File: config.mk
export PLATFORM = sky130hd
export DESIGN_NAME = maxpool_stream
export DESIGN_NICKNAME = d
export VERILOG_FILES = /design/src/rtl/maxpool_stream.sv
export SDC_FILE = /design/constraint.sdc
export NUM_CORES = 1
export LEC_CHECK = 0
export ABC_AREA = 1
export ABC_CLOCK_PERIOD_IN_PS = 3730
export CAP_MARGIN = 10
export CORE_UTILIZATION = 36
export CTS_BUF_LIST = sky130_fd_sc_hd__clkbuf_8
export DETAILED_ROUTE_END_ITERATION = 10
export SLEW_MARGIN = 20
export SYNTH_ARGS = -nofsm -noshare
export SYNTH_HDL_FRONTEND = slang
export SYNTH_SLANG_ARGS = --single-unit
File: constraint.sdc
create_clock -name clk -period 3.73 [get_ports clk]
set_input_delay 0.5595 -clock clk [delete_from_list [all_inputs] [get_ports clk]]
set_output_delay 0.5595 -clock clk [all_outputs]
set_load 0.005 [all_outputs]
File: src/rtl/maxpool_stream.sv
// Streaming 2x2 / stride-2 max pooling over a square raster-order image.
// One line buffer of IMG_SIZE/2 pair maxima bridges each even row to the following odd row.
module maxpool_stream #(
   parameter int unsigned DATA_WIDTH = 8,
   parameter int unsigned IMG_SIZE   = 126
) (
   input  logic                  clk,
   input  logic                  reset,
   input  logic                  en,
   input  logic                  in_valid,
   output logic                  in_ready,
   input  logic [DATA_WIDTH-1:0] in_data,
   output logic                  out_valid,
   input  logic                  out_ready,
   output logic [DATA_WIDTH-1:0] out_data,
   output logic                  pool_done
);

   localparam int unsigned CW    = (IMG_SIZE > 2) ? $clog2(IMG_SIZE) : 1;
   localparam int unsigned HALF  = IMG_SIZE / 2;
   localparam int unsigned HW    = (HALF > 1) ? $clog2(HALF) : 1;
   localparam int unsigned DEPTH = 1 << HW;
   localparam logic [CW-1:0] LAST_IDX  = CW'(IMG_SIZE - 1);
   localparam logic [CW-1:0] LAST_POOL = CW'(2 * HALF - 1);
   localparam bit ODD = (IMG_SIZE % 2) == 1;

   typedef enum logic [1:0] {st_idle, st_run, st_done} state_t;

   state_t                state_q;
   logic [CW-1:0]         col_q;
   logic [CW-1:0]         row_q;
   logic [DATA_WIDTH-1:0] pair_q;
   logic                  out_last_q;
   logic                  in_all_q;
   logic                  out_all_q;
   logic [DATA_WIDTH-1:0] line_mem [DEPTH];

   logic                  xfer;
   logic                  out_xfer;
   logic                  keep;
   logic                  last_px;
   logic                  write_line;
   logic                  load_out;
   logic                  frame_in_done;
   logic                  frame_out_done;
   logic [HW-1:0]         line_idx;
   logic [DATA_WIDTH-1:0] line_rd;
   logic [DATA_WIDTH-1:0] pair_max;
   logic [DATA_WIDTH-1:0] win_max;

   assign in_ready = (state_q == st_run) && (!out_valid || out_ready);
   assign xfer     = in_valid && in_ready;
   assign out_xfer = out_valid && out_ready;

   // With an odd size the last column and last row fall outside every window.
   assign keep    = !(ODD && ((col_q == LAST_IDX) || (row_q == LAST_IDX)));
   assign last_px = (col_q == LAST_IDX) && (row_q == LAST_IDX);

   assign line_idx = HW'(col_q >> 1);
   assign line_rd  = line_mem[line_idx];
   assign pair_max = (in_data > pair_q) ? in_data : pair_q;
   assign win_max  = (line_rd > pair_max) ? line_rd : pair_max;

   assign write_line = xfer && keep && col_q[0] && !row_q[0];
   assign load_out   = xfer && keep && col_q[0] && row_q[0];

   // Trailing discarded pixels may arrive after the last pooled output has drained.
   assign frame_in_done  = in_all_q || (xfer && last_px);
   assign frame_out_done = out_all_q || (out_xfer && out_last_q);

   assign pool_done = (state_q == st_done);

   always_ff @(posedge clk) begin
      if (write_line) begin
         line_mem[line_idx] <= pair_max;
      end
   end

   always_ff @(posedge clk or negedge reset) begin
      if (!reset) begin
         state_q    <= st_idle;
         col_q      <= '0;
         row_q      <= '0;
         pair_q     <= '0;
         out_valid  <= 1'b0;
         out_data   <= '0;
         out_last_q <= 1'b0;
         in_all_q   <= 1'b0;
         out_all_q  <= 1'b0;
      end else begin
         if (xfer) begin
            if (col_q == LAST_IDX) begin
               col_q <= '0;
               row_q <= (row_q == LAST_IDX) ? '0 : row_q + 1'b1;
            end else begin
               col_q <= col_q + 1'b1;
            end
            if (keep && !col_q[0]) begin
               pair_q <= in_data;
            end
         end

         if (load_out) begin
            out_data   <= win_max;
            out_valid  <= 1'b1;
            out_last_q <= (row_q == LAST_POOL) && (col_q == LAST_POOL);
         end else if (out_ready) begin
            out_valid <= 1'b0;
         end

         case (state_q)
            st_idle: begin
               if (en) begin
                  state_q <= st_run;
               end
            end
            st_run: begin
               if (frame_in_done && frame_out_done) begin
                  state_q   <= st_done;
                  in_all_q  <= 1'b0;
                  out_all_q <= 1'b0;
               end else begin
                  in_all_q  <= frame_in_done;
                  out_all_q <= frame_out_done;
               end
            end
            st_done: begin
               if (!en) begin
                  state_q <= st_idle;
               end
            end
            default: state_q <= st_idle;
         endcase
      end
   end

endmodule
==> impl_metrics.json <==
{
  "vdd.ir_drop.worst_mv": 0.894,
  "hold_class": "flop to flop",
  "syn2layout_area_growth_pct": 13.6,
  "vias_per_cell": 4.71,
  "synthDominantCellAreaShare": 0.623,
  "cts-buffers-inserted": 92,
  "worst_ep_required_time_ns": 4.30,
  "layout.cells.non_filler": 3600,
  "power.density_cell_area_nw_per_um2": 806,
  "postLayoutCellArea_sq_um": 28000,
  "initial_antenna_violation_count": 0,
  "synth_edf_count": 512,
  "worst_slew_pin_slew_ns": 0.890,
  "synth-async-reset-ratio": 0.0657,
  "worst_r2r_path_depth": 22,
  "ys.warnings.count": 0,
  "netlist_instances": 2540,
  "boundaryPins": 24,
  "clkLatencyLatePin_ns": 0.69,
  "tritoncts": "built",
  "floorplan.initialDensity": 0.365,
  "synth.area.top_cells": "sky130_fd_sc_hd__edfxtp_1 62%, sky130_fd_sc_hd__nand2_1 21%, sky130_fd_sc_hd__dfrtp_1 3.7%, sky130_fd_sc_hd__inv_1 2.6%, sky130_fd_sc_hd__nor2_1 2.1%",
  "achievable-frequency_ghz": 0.291,
  "totalWireLength_microns": 61400,
  "core_area_sq_um": 67500,
  "finalWorstPathRequiredPeriod_ns": 3.44,
  "synth_area_per_cell_sq_um": 9.71,
  "avg_wl_per_cell_microns": 17.0,
  "placement_rows": 95,
  "firstDrtPassIters": 7,
  "via_count": 16954,
  "worst-setup-path-type": "flop to flop",
  "remaining_drc_errors": 0,
  "clock-skew-final_ns": 0.0196,
  "place.gp.congestion": 0.863,
  "mostFrequentLayoutCell": "sky130_fd_sc_hd__nand2_1",
  "numPlacedInstances": 3433,
  "synth_sequential_area_ratio": 0.660,
  "grt_max_degree": 108,
  "critical_path.endpoint_type": "flop",
  "initialDrtViolationCount": 1314,
  "grtUsageTotal": 0.178,
  "final_nets": 2688,
  "final.period_utilization": 0.922,
  "critPathArrivalTime_ns": 4.01,
  "ys.flop_type": "sky130_fd_sc_hd__edfxtp_1",
  "antenna_cells": 0,
  "setup_viol_count_final": 0,
  "numClockSinks": 548,
  "synth-seq-cells": 548,
  "final.fill_count": 6535,
  "whs_endpoint": "out_data[4]",
  "ant_nets": 0,
  "worstPathMaxFanout": 49,
  "most-common-layout-cells": "1402 x sky130_fd_sc_hd__nand2_1, 512 x sky130_fd_sc_hd__edfxtp_1, 199 x sky130_fd_sc_hd__inv_1, 134 x sky130_fd_sc_hd__nor2_1, 100 x sky130_fd_sc_hd__clkbuf_8",
  "min_path_cells": 2,
  "detailedPlacementHpwl_microns": 36800,
  "die_h_microns": 264,
  "unique_masters_post_synth": 39,
  "vias_in_the_first_global_route": 16847,
  "drive_gt1_frac": 0.0979,
  "maxCapViolations": 0,
  "cts_max_level": 3,
  "cts.root.buffer_cell": "sky130_fd_sc_hd__clkbuf_8",
  "worst_hold_startpoint": "out_data[4]",
  "die_outline_area_sq_um": 69600,
  "detailed_place.area_sq_um": 26200,
  "clkSlewWorstSetupHoldPaths_ns": 0.06,
  "timing_max_transition_violations_final": 0,
  "count_of_final_hold_check_violations": 0,
  "static-leakage-power_nw": 12.4,
  "cts_buffer_depth": 3,
  "placement.io_buffers": 23,
  "reg2reg_from": "col_q[1]",
  "top_cell_type_by_total_area_after_synthesis": "sky130_fd_sc_hd__edfxtp_1",
  "crit-reg2reg-capture": "out_data[4]",
  "gr-total-overflow": 0,
  "timing.reg2reg.setup_slack_ns": 0.29,
  "global_route_wire_length_before_repair_microns": 96400,
  "setup.worst_path.start_class": "flop",
  "dieWidth_microns": 264,
  "run_status": "completed",
  "synth_area_sq_um": 24700,
  "synth.net_count": 2573,
  "timing.slew.headroom": 0.406
}
-- kinds of logic (layout without fill, tap and decap cells) --
family / after synthesis / count (layout) / share of synthesized area
compound gates: 76 / 76 / 0.0180
fa+ha+maj: 20 / 20 / 0.0101
buf+inv: 281 / 468 / 0.0546
flops: 548 / 548 / 0.660
simple gates: 1615 / 1615 / 0.257
-- registers in the layout, indices dropped and copies added, names as in the netlist --
signal / cells
line_mem: 512
row_q: 7
out_valid: 1
pair_q: 8
out_data: 8
out_last_q: 1
in_all_q: 1
out_all_q: 1
col_q: 7
state_q: 2
-- cell usage after synthesis, drive strengths merged (3+ instances only) --
library cell  instances
or2                   7
nand2              1414
o21bai                9
o21a                  3
nand3                35
inv                 177
a21oi                22
o22ai                 3
o211ai               11
ha                   20
nand4                 3
o21ai                26
clkbuf               28
buf                  75
dfrtp                36
nor2                143
nor3                 10
edfxtp              512
-- worst max-delay path by stage --
| stage | startpoint | to | slack [ns] | cells after the start |
|---|---|---|---|---|
| 2_1_floorplan | in_data[7] | out_data[0] | 0.01 | 17 |
| 3_5_place_dp | in_data[6] | out_data[3] | 0.08 | 21 |
| 5_1_grt | col_q[1] | out_data[4] | -0.0006 | 22 |
| 4_1_cts | col_q[1] | out_data[3] | 0.20 | 23 |
| 3_3_place_gp | in_data[7] | out_data[3] | 0.14 | 23 |
| 6_report | col_q[1] | out_data[4] | 0.29 | 22 |
-- report_power, final --
part | switching [mW] | internal [mW]
Combinational | 6.56 | 2.31
Sequential | 0.211 | 8.32
Clock | 2.42 | 2.74
Total | 9.19 | 13.4
-- critical path, stage by stage, from the launching register on --
cell and delay, ns:
sky130_fd_sc_hd__dfrtp_4 0.51, sky130_fd_sc_hd__clkinv_8 0.21, sky130_fd_sc_hd__buf_4 0.29, sky130_fd_sc_hd__nand2_1 0.07, sky130_fd_sc_hd__nand2_1 0.05, sky130_fd_sc_hd__nand2_1 0.05
sky130_fd_sc_hd__nand2_1 0.08, sky130_fd_sc_hd__nand2_1 0.06, sky130_fd_sc_hd__nand2_1 0.09, sky130_fd_sc_hd__nand2_1 0.07, sky130_fd_sc_hd__nand2_1 0.15, sky130_fd_sc_hd__nor2_1 0.31
sky130_fd_sc_hd__nand2_1 0.14, sky130_fd_sc_hd__ha_1 0.32, sky130_fd_sc_hd__nand2_1 0.05, sky130_fd_sc_hd__nor2_1 0.14, sky130_fd_sc_hd__nand4_1 0.12, sky130_fd_sc_hd__nand2_2 0.18
sky130_fd_sc_hd__nand3_1 0.12, sky130_fd_sc_hd__nand2_1 0.08, sky130_fd_sc_hd__inv_1 0.04, sky130_fd_sc_hd__nand2_1 0.05, sky130_fd_sc_hd__nand2_1 0.05
-- layer usage --
metal | part of all wire | GRT usage | up-vias
met5 | 0 | 0 | -
met3 | 0.055 | 0.0290 | 114
met1 | 0.45 | 0.240 | 8049
met2 | 0.46 | 0.290 | 432
li1 | - | - | 8359
met4 | 0.028 | 0.0649 | 0
-- repair_timing --
item,CTS,global route
resized for setup,0,4
endpoints found under the setup margin,0,8
buffers inserted,0,0
endpoints found under the hold margin,36,0
hold buffers,1,0
-- cell type report --
cell class	count	area [sq um]	area share
clock buffer	100	1380	0.0491
timing repair buffer	124	1120	0.0401
clock inverter	66	382	0.0136
multi-input combinational	1711	7060	0.252
sequential	548	16300	0.581
inverter	178	683	0.0244
tap	873	1090	0.0390
-- through the flow --
step           setup slack (ns)  setup TNS [ns]   util  power (mW)  hold WS, ns
2_1_floorplan            0.0126               0      -        14.4        0.264
3_3_place_gp              0.137               0  0.388        17.5        0.481
3_5_place_dp             0.0840               0  0.388        17.6        0.476
4_1_cts                   0.198               0  0.415        22.8        0.452
5_1_grt               -0.000594       -0.000594  0.415        24.0        0.490
6_report                  0.291               0  0.415        22.6        0.486
No activity file was read; power rests on OpenSTA's default activity.
